## config.mk

```make
export PLATFORM = sky130hd
export DESIGN_NAME = hv_ramp_ctrl_flat
export DESIGN_NICKNAME = d
export VERILOG_FILES = /design/src/rtl/hv_ramp_ctrl_pkg.sv /design/src/rtl/hv_ramp_ctrl_if.sv /design/src/rtl/hv_ramp_ctrl_tick.sv /design/src/rtl/hv_ramp_ctrl.sv /design/src/flat_wrapper.sv
export SDC_FILE = /design/constraint.sdc
export NUM_CORES = 1
export LEC_CHECK = 0
export CAP_MARGIN = 5
export CORE_UTILIZATION = 30
export CTS_CLUSTER_DIAMETER = 50
export DETAILED_ROUTE_END_ITERATION = 8
export SETUP_SLACK_MARGIN = 0.1
export SYNTH_ARGS = -nofsm -noshare
export SYNTH_HDL_FRONTEND = slang
export SYNTH_SLANG_ARGS = --single-unit
```

## constraint.sdc

```tcl
create_clock -name clk -period 12.68 [get_ports clk]
set_input_delay 3.17 -clock clk [delete_from_list [all_inputs] [get_ports clk]]
set_output_delay 3.17 -clock clk [all_outputs]
set_load 0.01 [all_outputs]
```

## src/rtl/hv_ramp_ctrl_pkg.sv

```systemverilog
// hv_pkg: shared types and constants for the HV ramp controller and the
// downstream discharge stage.
//   ramp_state_e      : controller FSM encoding (IDLE / RAMP / SETTLE)
//   HV_W              : width of the HVVoltage bus
//   DEF_*             : default parameter values for a 100 MHz clock
//   DISCHARGE_CYCLES  : discharge duration, shared with the discharge stage
package hv_pkg;

   localparam int HV_W = 16;

   localparam int CLK_HZ            = 100_000_000;
   localparam int DEF_RAMP_DIV      = CLK_HZ / 1000;   // one step per ms
   localparam logic [HV_W-1:0] DEF_STEP        = 16'd64;
   localparam logic [HV_W-1:0] DEF_MAX_VOLTAGE = 16'd60000;
   localparam logic [31:0]     DEF_SETTLE_CYCLES = 32'd10_000_000;

   // 100 ms discharge window used by the discharge stage.
   localparam int DISCHARGE_CYCLES = CLK_HZ / 10;

   typedef enum logic [1:0] {
      IDLE   = 2'd0,
      RAMP   = 2'd1,
      SETTLE = 2'd2
   } ramp_state_e;

endpackage

```

## src/rtl/hv_ramp_ctrl_if.sv

```systemverilog
// hv_ramp_ctrl_if: setpoint command handshake between the host/command
// decoder (master) and the ramp controller (slave).
//   cmd_valid   : master -> slave, new target presented
//   cmd_voltage : master -> slave, requested target setpoint
//   cmd_ready   : slave -> master, target can be accepted this cycle
interface hv_ramp_ctrl_if;
   import hv_pkg::*;

   logic            cmd_valid;
   logic            cmd_ready;
   logic [HV_W-1:0] cmd_voltage;

   modport master (output cmd_valid, output cmd_voltage, input cmd_ready);
   modport slave  (input cmd_valid, input cmd_voltage, output cmd_ready);

endinterface

```

## src/rtl/hv_ramp_ctrl_tick.sv

```systemverilog
// hv_ramp_tick: RAMP_DIV prescaler producing one ramp-step strobe.
//   clk, reset_n : clock, asynchronous active-low reset
//   en           : advance the count this cycle
//   clr          : return the count to zero (wins over en)
//   tick         : single-cycle strobe while the count sits at RAMP_DIV-1
//                  and en is high; the count wraps on that same edge
module hv_ramp_tick #(
   parameter int RAMP_DIV = 100000
) (
   input  logic clk,
   input  logic reset_n,
   input  logic en,
   input  logic clr,
   output logic tick
);

   localparam int CW = (RAMP_DIV > 1) ? $clog2(RAMP_DIV) : 1;
   localparam logic [CW-1:0] LAST = CW'(RAMP_DIV - 1);

   logic [CW-1:0] cnt;

   assign tick = en && !clr && (cnt == LAST);

   always_ff @(posedge clk or negedge reset_n) begin
      if (!reset_n) begin
         cnt <= '0;
      end else if (clr) begin
         cnt <= '0;
      end else if (en) begin
         cnt <= (cnt == LAST) ? '0 : cnt + 1'b1;
      end
   end

endmodule

```

## src/rtl/hv_ramp_ctrl.sv

```systemverilog
// hv_ramp_ctrl: accepts an HV target over a valid/ready handshake and slews
// HVVoltage towards it by at most STEP every RAMP_DIV cycles.
//   clk, reset_n : 100 MHz clock, asynchronous active-low reset
//   cmd          : setpoint handshake (slave side)
//   hold         : discharge stage busy; freezes ramp-up only
//   abort        : synchronous emergency zero, highest priority
//   HVVoltage    : registered setpoint to HV DAC and discharge stage
//   busy         : high while in RAMP or SETTLE
//   at_target    : one-cycle pulse when the settle period completes
module hv_ramp_ctrl import hv_pkg::*; #(
   parameter int              RAMP_DIV      = DEF_RAMP_DIV,
   parameter logic [HV_W-1:0] STEP          = DEF_STEP,
   parameter logic [HV_W-1:0] MAX_VOLTAGE   = DEF_MAX_VOLTAGE,
   parameter logic [31:0]     SETTLE_CYCLES = DEF_SETTLE_CYCLES
) (
   input  logic            clk,
   input  logic            reset_n,
   hv_ramp_ctrl_if.slave   cmd,
   input  logic            hold,
   input  logic            abort,
   output logic [HV_W-1:0] HVVoltage,
   output logic            busy,
   output logic            at_target
);

   function automatic logic [HV_W-1:0] clamp_target(input logic [HV_W-1:0] v);
      return (v > MAX_VOLTAGE) ? MAX_VOLTAGE : v;
   endfunction

   // 17-bit sum so a large STEP near full scale cannot wrap past the target.
   function automatic logic [HV_W-1:0] step_up(input logic [HV_W-1:0] cur,
                                               input logic [HV_W-1:0] tgt);
      logic [HV_W:0] sum;
      sum = {1'b0, cur} + {1'b0, STEP};
      return (sum >= {1'b0, tgt}) ? tgt : sum[HV_W-1:0];
   endfunction

   // Caller guarantees cur > tgt, so cur - tgt never underflows.
   function automatic logic [HV_W-1:0] step_down(input logic [HV_W-1:0] cur,
                                                 input logic [HV_W-1:0] tgt);
      return ((cur - tgt) <= STEP) ? tgt : cur - STEP;
   endfunction

   ramp_state_e     state, state_nxt;
   logic [HV_W-1:0] target, target_nxt;
   logic [HV_W-1:0] hv_nxt;
   logic [31:0]     settle_cnt, settle_nxt;
   logic            busy_nxt, at_target_nxt;

   logic            accept;
   logic            tick, tick_en, tick_clr;
   logic [HV_W-1:0] clamped;
   logic [HV_W-1:0] eff_target;
   logic [HV_W-1:0] step_val;

   assign clamped = clamp_target(cmd.cmd_voltage);

   // A retarget arriving on a step edge is honoured by that step.
   assign eff_target = accept ? clamped : target;
   assign step_val   = (eff_target > HVVoltage) ? step_up(HVVoltage, eff_target)
                                                : step_down(HVVoltage, eff_target);

   hv_ramp_tick #(.RAMP_DIV(RAMP_DIV)) u_tick (
      .clk     (clk),
      .reset_n (reset_n),
      .en      (tick_en),
      .clr     (tick_clr),
      .tick    (tick)
   );

   // State and datapath registers
   always_ff @(posedge clk or negedge reset_n) begin
      if (!reset_n) begin
         state      <= IDLE;
         target     <= '0;
         HVVoltage  <= '0;
         settle_cnt <= '0;
         busy       <= 1'b0;
         at_target  <= 1'b0;
      end else begin
         state      <= state_nxt;
         target     <= target_nxt;
         HVVoltage  <= hv_nxt;
         settle_cnt <= settle_nxt;
         busy       <= busy_nxt;
         at_target  <= at_target_nxt;
      end
   end

   // Next-state and datapath update
   always_comb begin
      state_nxt     = state;
      target_nxt    = target;
      hv_nxt        = HVVoltage;
      settle_nxt    = '0;
      at_target_nxt = 1'b0;

      if (abort) begin
         state_nxt  = IDLE;
         target_nxt = '0;
         hv_nxt     = '0;
      end else begin
         unique case (state)
            IDLE: begin
               if (accept) begin
                  target_nxt = clamped;
                  state_nxt  = (clamped == HVVoltage) ? SETTLE : RAMP;
               end
            end
            RAMP: begin
               target_nxt = eff_target;
               if (eff_target == HVVoltage) begin
                  state_nxt = SETTLE;
               end else if (tick) begin
                  hv_nxt = step_val;
                  if (step_val == eff_target) state_nxt = SETTLE;
               end
            end
            SETTLE: begin
               if (settle_cnt == SETTLE_CYCLES - 32'd1) begin
                  state_nxt     = IDLE;
                  at_target_nxt = 1'b1;
               end else begin
                  settle_nxt = settle_cnt + 32'd1;
               end
            end
            default: state_nxt = IDLE;
         endcase
      end

      busy_nxt = (state_nxt != IDLE);
   end

   // Decoded outputs and prescaler control
   always_comb begin
      cmd.cmd_ready = (state != SETTLE) && !abort;
      accept        = cmd.cmd_valid && cmd.cmd_ready;
      // hold only stalls upward motion; ramp-down keeps running so the
      // discharge stage can follow the falling setpoint.
      tick_en       = (state == RAMP) && !(hold && (target > HVVoltage));
      tick_clr      = abort || (state != RAMP);
   end

endmodule

```

## src/flat_wrapper.sv

```systemverilog
// flat-port wrapper written by rule: the top's interface ports become plain ports
module hv_ramp_ctrl_flat import hv_pkg::*;
#(
   parameter int              RAMP_DIV      = DEF_RAMP_DIV,
   parameter logic [HV_W-1:0] STEP          = DEF_STEP,
   parameter logic [HV_W-1:0] MAX_VOLTAGE   = DEF_MAX_VOLTAGE,
   parameter logic [31:0]     SETTLE_CYCLES = DEF_SETTLE_CYCLES
)
  (clk, reset_n, hold, abort, HVVoltage, busy, at_target, cmd_cmd_valid, cmd_cmd_voltage, cmd_cmd_ready);
  hv_ramp_ctrl_if cmd_i ();
  input  logic clk;
  input  logic reset_n;
  input  logic hold;
  input  logic abort;
  output logic [HV_W-1:0] HVVoltage;
  output logic busy;
  output logic at_target;
  input wire logic [$bits(cmd_i.cmd_valid)-1:0] cmd_cmd_valid;
  input wire logic [$bits(cmd_i.cmd_voltage)-1:0] cmd_cmd_voltage;
  output wire logic [$bits(cmd_i.cmd_ready)-1:0] cmd_cmd_ready;
  assign cmd_i.cmd_valid = cmd_cmd_valid;
  assign cmd_i.cmd_voltage = cmd_cmd_voltage;
  assign cmd_cmd_ready = cmd_i.cmd_ready;
  hv_ramp_ctrl #(.RAMP_DIV(RAMP_DIV), .STEP(STEP), .MAX_VOLTAGE(MAX_VOLTAGE), .SETTLE_CYCLES(SETTLE_CYCLES)) u_core (.clk(clk), .reset_n(reset_n), .cmd(cmd_i), .hold(hold), .abort(abort), .HVVoltage(HVVoltage), .busy(busy), .at_target(at_target));
endmodule
```

==> results of run 1 <==
==> kinds of logic (layout without fill, tap and decap cells) <==
kind of cell	Yosys count	after routing	synth area share, %
mux	13	13	1.80
compound gates	213	213	19.1
flops	85	85	29.1
buf+inv	68	95	3.87
simple gates	407	407	28.8
xor+xnor	78	78	9.35
fa+ha+maj	47	47	7.97
==> cells in the final DEF (no fill, tap or decap), drive strengths merged, types with 4 or more instances in the layout <==
cell	netlist	routed
o21ai	59	59
nor3	31	31
inv	31	35
nor3b	10	10
nand2b	15	15
a22o	6	6
a211oi	5	5
nor4	14	14
a21oi	54	54
nor2b	27	27
a31oi	9	9
nor2	106	106
xnor2	44	44
and2	5	5
o22ai	6	6
nand3b	9	9
clkbuf	28	9
o211ai	13	13
and3	21	21
xor2	34	34
o21a	10	10
nand4	20	20
or2	5	5
and4	7	7
nor4b	4	4
a21o	12	12
o2111ai	4	4
dfrtp	85	85
clkdlybuf4s50	0	38
nand2	76	76
ha	44	44
nand3	36	36
or3	10	10
mux2i	12	12
or4	6	6
buf	9	10
==> worst max-delay path by stage <==
stage / startpoint / to / cells after the start
CTS: abort / u_core.HVVoltage[5] / 17
detailed placement: abort / u_core.HVVoltage[5] / 17
floorplan: cmd_cmd_voltage[12] / u_core.state[0] / 18
global placement: abort / u_core.HVVoltage[3] / 17
finish: abort / u_core.HVVoltage[5] / 17
global route: abort / u_core.HVVoltage[5] / 17
==> cell type report <==
type / count / area, sq um
Multi-Input combinational cell: 758 / 4890
Fill cell: 2523 / 15400
Sequential cell: 85 / 2130
Timing Repair Buffer: 48 / 455
Tap cell: 319 / 399
Inverter: 31 / 116
Clock inverter: 7 / 56.3
Clock buffer: 9 / 225
==> critical path: stages <==
cell	delay, ps
clkdlybuf4s50_1	400
buf_4	260
nor2b_1	550
nand2_1	540
a211oi_1	570
or2_2	250
ha_1	250
nand2b_1	90
a21oi_1	110
o41ai_1	630
maj3_2	400
o21ai_2	80
mux2_2	280
or4_4	570
o21a_1	380
nor3_4	400
mux2i_1	240
==> sequential cells by signal (all words and copies together), names as in the netlist <==
register and flops:
u_core.target 16, u_core.u_tick.cnt 17, u_core.HVVoltage 16, u_core.at_target 1, u_core.settle_cnt 32, u_core.busy 1
u_core.state 2
==> metal layers <==
metal | vias up | global-route usage [%] | wire, microns
met5 | - | 0 | 13
met4 | 2 | 5.31 | 424
met3 | 30 | 4.13 | 1710
met2 | 228 | 28.2 | 9800
met1 | 3244 | 25.0 | 9940
li1 | 3346 | - | -
==> stage by stage <==
stage / worst slack, ps / area, sq um
floorplan: 5040 / 7300
global placement: 3670 / 7990
detailed placement: 3460 / 7990
CTS: 3790 / 8270
global route: 3390 / 8270
finish: 3750 / 8270
==> where the power goes <==
group / internal, mW / leakage [nW] / total [mW] / switching (mW)
Combinational: 0.0870 / 2.06 / 0.227 / 0.140
Sequential: 0.278 / 1.18 / 0.288 / 0.0100
Clock: 0.136 / 0.142 / 0.256 / 0.120
Total: 0.501 / 3.38 / 0.771 / 0.270
==> metrics.md, run 1 <==
| Metric | Value |
|---|---|
| Max-slew violations | 0 |
| Leak | 3.38 nW |
| Total GRT Usage | 18.2% |
| Max-Cap Viols | 0 |
| Min Tclk post-route | 8930 ps |
| Die area | 0.0250 sq mm |
| Tightest Pin Transition | 1210 ps |
| Clock transition at the registers of the reported paths | 70 ps |
| Iter 0 DRT Violations | 580 |
| Total power draw | 771 uW |
| Util after Layout | 34.9% |
| Hold Path Sink | u_core.settle_cnt[0] |
| Dominant cells by area after synthesis | dfrtp_1 (29%), ha_1 (7.5%), nor2_1 (5.4%), xnor2_1 (5.3%), xor2_1 (4.1%) |
| Core box area | 0.0237 sq mm |
| Worst Setup Path Type | primary input to flip-flop |
| Pwr Density | 93.2 mW/mm^2 |
| Longest Clk Path Bufs | 2 |
| Synth-to-Final Area Change | 13.3% |
| Post-CTS Setup Bufs | 0 |
| IO Pins | 40 |
| Critical Path Source Type | primary input |
| Synth top area share | 29.1% |
| Final worst hold slack | 516 ps |
| Final Instance Count excl. Fillers | 1257 |
| Antenna violations before repair | 1 |
| Vias in the first global route | 6365 |
| Total grt overflow | 0 |
| Post-Synthesis Cells | 911 |
| R2r setup slk | 6780 ps |
| Antenna Nets Post-Route | 0 |
| Worst path arrival time | 9200 ps |
| Sequential element share of the synthesized area | 29.1% |
| Top cells by count, synth | nor2_1 (106), dfrtp_1 (85), nand2_1 (76) |
| Detailed-route DRC error count | 0 |
| Peak VDD IR | 0.0656 mV |
| Period utilization | 70.4% |
| Peak Freq | 0.112 GHz |
| Clk sinks | 85 |
| Status | completed |
| Top-count cell post-synth | nor2_1 |
| RePlAce Congestion | 0.962 |
| Syn Nets | 976 |
| H-Tree Level Count | 3 |
| Post-synth ARST share | 100% |
| Number of synthesized register bits | 85 |
| Worst Path Max Fanout | 41 |
| RSZ-0062 raised after global routing | false |
| Nets | 998 |
| Diodes inserted | 0 |
| Ys flop type | dfrtp_1 |
| First-pass GRT wire length | 35000 microns |
| Cts repair resizes | 0 |
| Cts-stage hold buffer count | 0 |
| # setup viols final | 0 |
| WL/cell | 17.4 microns |
| Placed Instances | 1241 |
| Final clock skew | 9.10 ps |
| R2R depth | 15 |
| PortBufs | 39 |
| R2r endpoint | u_core.HVVoltage[5] |
| Hpwl dp | 16300 microns |
| Synth unique cells | 74 |
| Synth Warn # | 0 |
| Setup TNS | 0 ps |
| Vias | 6850 |
| CTS root buf | clkbuf_16 |
| Worst hold path cell count | 1 |
| Post-synth EDFFs | 0 |
| Routed WL | 21900 microns |
| Later-pin clock latency in the skew report | 350 ps |
| Worst path required time | 12950 ps |
| First-pass DRT Iterations | 5 |
| Via-to-Cell Ratio | 5.45 |
| TritonCTS clock tree | yes |
| CTS Buf Count | 9 |
| Die width | 158 microns |
| Most area-hungry cell type in the Yosys netlist | dfrtp_1 |
| Final Hold Viols | 0 |
| Worst hold start | u_core.settle_cnt[0] |
| CP Capture Type | flip-flop |
| RR Startpoint | u_core.state[1] |
| Syn avg cell area | 8.02 sq um |
| Die Y | 158 microns |
| Initial Util | 30.8% |
| Worst rel slew slack | 18.8% |
| FP Rows | 56 |
| Fraction of layout cells with a size suffix above 1 | 4.90% |
| Pin count of the biggest net entering global routing | 75 |
| Hold WC Path Type | flip-flop to flip-flop |
| Mapped Area | 0.00730 sq mm |
Note: power is estimated with default switching activity, not from simulation.
==> run 2, diff against run 1 <==
clock period = 8.73 ns   (was 12.68 ns; I/O delays follow)
==> metrics.md, run 2 (synthesis results as in run 1) <==
| Metric | Value |
|---|---|
| Core box area | 0.0237 sq mm (unchanged) |
| Pwr Density | 138 mW/mm^2 (+48%) |
| WL/cell | 17.1 microns (-1.9%) |
| Commonest non-fill, non-tap cell in the layout | nor2_1 |
| Gate power share | 29.4% (about the same) |
| Switch share | 34.0% (-1.0 points) |
| Most frequent cells in the layout | nor2_1 (106), dfrtp_1 (85), nand2_1 (76) |
| Detailed-route DRC error count | 0 (unchanged) |
| Diodes inserted | 0 (unchanged) |
| Vias | 6850 (unchanged) |
| Cts-stage hold buffer count | 0 (unchanged) |
| First-pass GRT wire length | 35100 microns (+0.14%) |
| Peak Freq | 0.131 GHz |
| Clk sinks | 85 (unchanged) |
| Final worst hold slack | 490 ps (-26.4 ps) |
| Worst path required time | 8990 ps (-3960 ps) |
| Slowest library cell on the worst path | or4_4 |
| Final Hold Viols | 0 (unchanged) |
| Iter 0 DRT Violations | 629 (+8.4%) |
| Status | completed |
| Max-slew violations | 0 (unchanged) |
| Min Tclk post-route | 7630 ps |
| Peak VDD IR | 0.101 mV (+54%) |
| Met3 usage | 3.39% (-0.74 points) |
| Pin count of the biggest net entering global routing | 74 (-1.3%) |
| Leak | 3.41 nW (+0.76%) |
| PortBufs | 39 (unchanged) |
| Worst Path Max Fanout | 11 (-73%) |
| CP Capture Type | flip-flop |
| Synth-to-Final Area Change | 14.1% |
| Post-CTS Setup Bufs | 0 (unchanged) |
| Period utilization | 87.4% |
| Setup TNS | 0 ps (unchanged) |
| Hpwl dp | 16300 microns (+0.14%) |
| Antenna violations before repair | 2 (+1) |
| Net Sw Power | 390 uW (+45%) |
| Longest Clk Path Bufs | 2 (unchanged) |
| CP Cell Sequence | clkdlybuf4s50_1, or4_4, o21ai_1, and3_1, a21oi_1, ha_1, o21ai_0, a21oi_1, o41ai_1, maj3_2, o21ai_2, mux2_2, or4_4, o21a_1, nor3_4, mux2i_1 |
| GRT busiest layer | met2 |
| # setup viols final | 0 (unchanged) |
| Pint | 758 uW (+51%) |
| Hold WC Path Type | flip-flop to flip-flop |
| Max reg flops | 32 (unchanged) |
| TritonCTS clock tree | yes |
| Critical Path Source Type | primary input |
| Tightest Pin Transition | 1010 ps (-197 ps) |
| Share of power burned in registers | 36.3% (-1.1 points) |
| Die area | 0.0250 sq mm (unchanged) |
| Cts repair resizes | 0 (unchanged) |
| Final clock skew | 10.7 ps (+1.60 ps) |
| Clk pwr share | 34.3% (+1.1 points) |
| Later-pin clock latency in the skew report | 350 ps (about the same) |
| FP Rows | 56 (unchanged) |
| Routing usage on met2 | 29.0% (+0.78 points) |
| GR Layer Usage met1 | 24.2% (-0.83 points) |
| Initial Util | 30.8% (unchanged) |
| Worst Setup Path Type | primary input to flip-flop |
| CP max stage delay | 690 ps (+60 ps) |
| Total GRT Usage | 17.9% (-0.26 points) |
| Max-Cap Viols | 0 (unchanged) |
| First-pass DRT Iterations | 5 (unchanged) |
| Nets | 1004 (+0.60%) |
| CTS root buf | clkbuf_16 |
| Largest Register | u_core.settle_cnt |
| Vias in the first global route | 6608 (+3.8%) |
| IO Pins | 40 (unchanged) |
| Clock transition at the registers of the reported paths | 60 ps (about the same) |
| Routed WL | 21600 microns (-1.5%) |
| Worst rel slew slack | 32.5% (+14 points) |
| Die Y | 158 microns (unchanged) |
| Total grt overflow | 0 (unchanged) |
| H-Tree Level Count | 3 (unchanged) |
| RSZ-0062 raised after global routing | false |
| Biggest regs | u_core.settle_cnt (32), u_core.u_tick.cnt (17) |
| CTS Buf Count | 9 (unchanged) |
| Worst path arrival time | 7900 ps (-1300 ps) |
| Antenna Nets Post-Route | 0 (unchanged) |
| Fraction of layout cells with a size suffix above 1 | 5.41% (+0.50 points) |
| RePlAce Congestion | 0.946 (-1.6%) |
| Via-to-Cell Ratio | 5.43 (-0.40%) |
| Die width | 158 microns (unchanged) |
-- run 2: path summary, 6_finish.rpt --
| check | endpoint | slack, ps | start | cells after the start |
|---|---|---|---|---|
| max | u_core.HVVoltage[0] | 1100 | cmd_cmd_voltage[12] | 16 |
| min | u_core.settle_cnt[0] | 490 | u_core.settle_cnt[0] | 1 |
| max reg2reg | u_core.HVVoltage[0] | 3010 | u_core.state[1] | 16 |
| min reg2reg | u_core.settle_cnt[0] | 490 | u_core.settle_cnt[0] | 1 |
| max in group asynchronous | u_core.target[15] | 5860 | reset_n | 2 |
| min in group asynchronous | u_core.settle_cnt[21] | 1660 | reset_n | 1 |
-- run 2: through the flow --
stage | power [mW] | cell area, sq um | setup slack, ps | utilization (%) | std cells
after floorplan | 0.653 | 7300 | 2070 | - | 911
after global placement | 0.756 | 8040 | 922 | 33.9 | 1247
after detailed placement | 0.757 | 8040 | 787 | 33.9 | 1247
after CTS | 1.16 | 8330 | 1150 | 35.2 | 1262
after global routing | 1.21 | 8330 | 610 | 35.2 | 1262
final | 1.15 | 8330 | 1100 | 35.2 | 1262
-- run 2: area by class of cell --
class / instances / area, sq um
clock buffer: 9 / 225
clock inverter: 6 / 71.3
fill: 2538 / 15300
inverter: 31 / 116
multi-input combinational: 758 / 4890
sequential: 85 / 2130
tap: 319 / 399
timing repair buffer: 54 / 500
-- run 2: critical path: cells and delay by family --
family	cells	cell delay, ps
AOI/OAI and AO/OA	7	1930
adders and majority gates	2	760
buffers and inverters	1	590
muxes	2	530
and+or+nand+nor	4	1910
-- run 2: routing by layer --
metal | vias to the layer above | wire length, microns
met5 | - | 34
met4 | 4 | 483
met3 | 37 | 1260
met2 | 196 | 9760
met1 | 3260 | 10000
li1 | 3353 | -
-- run 2: power groups by stage --
stage	combinational (mW)	sequential, mW	clock (mW)
finish	0.337	0.417	0.394
global route	0.375	0.418	0.417
CTS	0.335	0.416	0.405
detailed placement	0.333	0.423	0
global placement	0.333	0.424	0
floorplan	0.235	0.418	0
==> run 3, diff against run 2 <==
CAP_MARGIN = 20   (was 5)
CELL_PAD_IN_SITES_DETAIL_PLACEMENT = 0   (was default)
CELL_PAD_IN_SITES_GLOBAL_PLACEMENT = 1   (was default)
PLACE_DENSITY_LB_ADDON = 0.1   (was default)
==> metrics.md, run 3 (synthesis results as in run 1) <==
| Metric | Value |
|---|---|
| Status | completed |
| Worst Path Max Fanout | 11 (unchanged) |
| Most frequent cells in the layout | nor2_1 (106), dfrtp_1 (85), nand2_1 (76) |
| CP max stage delay | 740 ps (+50 ps) |
| Routing usage on met2 | 32.6% (+3.6 points) |
| Via-to-Cell Ratio | 5.42 (-0.21%) |
| Final Instance Count excl. Fillers | 1268 (+0.48%) |
| Clk sinks | 85 (unchanged) |
| First-pass GRT wire length | 39500 microns (+13%) |
| Final Hold Viols | 0 (unchanged) |
| Routed WL | 25100 microns (+16%) |
| Iter 0 DRT Violations | 487 (-23%) |
| Worst hold start | u_core.settle_cnt[0] |
| Fraction of layout cells with a size suffix above 1 | 5.90% (+0.49 points) |
| Antenna Nets Post-Route | 0 (unchanged) |
| H-Tree Level Count | 3 (unchanged) |
| Net Sw Power | 409 uW (+4.8%) |
| GRT busiest layer | met2 |
| Max-slew violations | 0 (unchanged) |
| Hpwl dp | 18600 microns (+14%) |
| Pin count of the biggest net entering global routing | 57 (-23%) |
| CP Capture Type | flip-flop |
| Vias in the first global route | 6647 (+0.59%) |
| Top delay family on crit path | compound AO/OA/AOI/OAI gates |
| Die width | 158 microns (unchanged) |
| Met3 usage | 2.85% (-0.55 points) |
| Min Tclk post-route | 7830 ps (+195 ps) |
| Clock transition at the registers of the reported paths | 70 ps (about the same) |
| Nets | 1009 (+0.50%) |
| Worst path arrival time | 8100 ps (+200 ps) |
| WL/cell | 19.8 microns (+16%) |
| Later-pin clock latency in the skew report | 350 ps (about the same) |
| Worst rel slew slack | 28.8% (-3.7 points) |
| Initial Util | 30.8% (unchanged) |
| IO Pins | 40 (unchanged) |
| Period utilization | 89.7% (+2.2 points) |
| Post-CTS Setup Bufs | 0 (unchanged) |
| CTS Buf Count | 9 (unchanged) |
| Hold WC Path Type | flip-flop to flip-flop |
| Setup TNS | 0 ps (unchanged) |
| Worst path required time | 9000 ps (about the same) |
| Pwr Density | 139 mW/mm^2 (+1.2%) |
| Biggest regs | u_core.settle_cnt (32), u_core.u_tick.cnt (17) |
| Cts-stage hold buffer count | 0 (unchanged) |
| FP Rows | 56 (unchanged) |
| Longest Clk Path Bufs | 2 (unchanged) |
| Tightest Pin Transition | 1040 ps (+28.1 ps) |
| # fillers | 2572 (+1.3%) |
| Leak | 3.44 nW (+0.87%) |
| First-pass DRT Iterations | 5 (unchanged) |
| GR Layer Usage met1 | 30.0% (+5.8 points) |
| Die Y | 158 microns (unchanged) |
| Worst Setup Path Type | primary input to flip-flop |
| Cts repair resizes | 0 (unchanged) |
| Slowest library cell on the worst path | o41ai_1 |
| CP Buf/Inv Count | 1 (unchanged) |
| Peak Freq | 0.128 GHz (-2.5%) |
| Max reg flops | 32 (unchanged) |
| TritonCTS clock tree | yes |
| Diodes inserted | 0 (unchanged) |
| Antenna violations before repair | 2 (unchanged) |
| RR Startpoint | u_core.state[0] |
| RePlAce Congestion | 0.866 (-8.5%) |
| Critical Path Most Common Cell | a21oi_1 |
| Critical Path Source Type | primary input |
| Placed Instances | 1251 (+0.32%) |
| Total grt overflow | 0 (unchanged) |
| Detailed-route DRC error count | 0 (unchanged) |
| Gate power share | 30.0% (+0.6 points) |
| Share of power burned in registers | 35.8% (-0.5 points) |
| Largest Register | u_core.settle_cnt |
| RSZ-0062 raised after global routing | false |
| Synth-to-Final Area Change | 15.0% |
| Peak VDD IR | 0.0671 mV (-34%) |
| Final clock skew | 12.7 ps (+1.99 ps) |
| Vias | 6868 (+0.26%) |
| Clk pwr share | 34.2% (about the same) |
| Die area | 0.0250 sq mm (unchanged) |
| Max-Cap Viols | 0 (unchanged) |
| CP Cell Sequence | clkdlybuf4s50_1, nor3_1, a31oi_1, o21ai_1, and3_1, a21oi_1, ha_1, o21ai_0, a21oi_1, o41ai_1, maj3_2, o21ai_2, mux2_2, or4_4, o21a_1, nor3_4, mux2i_1 |
| CTS root buf | clkbuf_16 |
| PortBufs | 39 (unchanged) |
| # setup viols final | 0 (unchanged) |
| Commonest non-fill, non-tap cell in the layout | nor2_1 |
| Pint | 762 uW (+0.53%) |
| Switch share | 34.9% (+0.94 points) |
| Core box area | 0.0237 sq mm (unchanged) |
| Crit path launch | cmd_cmd_voltage[0] |
| Total GRT Usage | 21.1% (+3.2 points) |
## run 3: changes by cell type in the layout (fill, tap and decap cells not counted), sizes merged
cell      before  now
clkinv         0    1
clkbuf         9   10
buf           16   21
clkinvlp       2    3
inv           34   32
## run 3: power groups by stage
stage	sequential, mW	clock [mW]	combinational (mW)
finish	0.419	0.400	0.351
floorplan	0.418	0	0.235
global placement	0.426	0	0.354
detailed placement	0.426	0	0.346
CTS	0.418	0.413	0.348
global route	0.420	0.431	0.388
## run 3: worst paths after layout
| path | endpoint | slack (ps) | cells after the start |
|---|---|---|---|
| worst max-delay path | u_core.HVVoltage[5] | 900 | 17 |
| worst min-delay path | u_core.settle_cnt[0] | 490 | 1 |
| min in group asynchronous | u_core.u_tick.cnt[12] | 1760 | 1 |
| worst min register to register | u_core.settle_cnt[0] | 490 | 1 |
| max in group asynchronous | u_core.settle_cnt[18] | 5860 | 2 |
| worst max register to register | u_core.HVVoltage[5] | 2870 | 15 |
## run 3: cell type report
cell class | instances | area [sq um] | area share, %
Clock buffer | 10 | 229 | 2.73
Clock inverter | 6 | 72.6 | 0.864
Inverter | 31 | 116 | 1.39
Timing Repair Buffer | 59 | 558 | 6.65
Multi-Input combinational cell | 758 | 4890 | 58.3
Sequential cell | 85 | 2130 | 25.3
Tap cell | 319 | 399 | 4.75
## run 3: worst reg2reg max path, stage by stage, from the launching register on
cell and delay [ps]:
dfrtp_1 570, nand2b_1 570, nand2_1 150, a211oi_1 540
or2_2 270, ha_1 250, nand2b_1 100, a21oi_1 120
o41ai_1 740, maj3_2 420, o21ai_2 70, mux2_2 280
or4_4 590, o21a_1 410, nor3_4 450, mux2i_1 240
## run 3: through the flow
stage	instance area (sq um)	power, mW	hold slack (ps)	worst slack [ps]	utilization (%)
global route	8400	1.24	528	537	35.5
CTS	8370	1.18	498	949	35.3
global placement	8070	0.780	484	708	34.1
floorplan	7300	0.653	455	2070	-
detailed placement	8070	0.772	482	571	34.1
finish	8400	1.17	494	901	35.5
## run 3: routing by layer
layer,vias up,wire length [microns]
met3,42,1180
met5,-,27
met1,3285,12200
met2,161,11100
met4,4,612
li1,3376,-
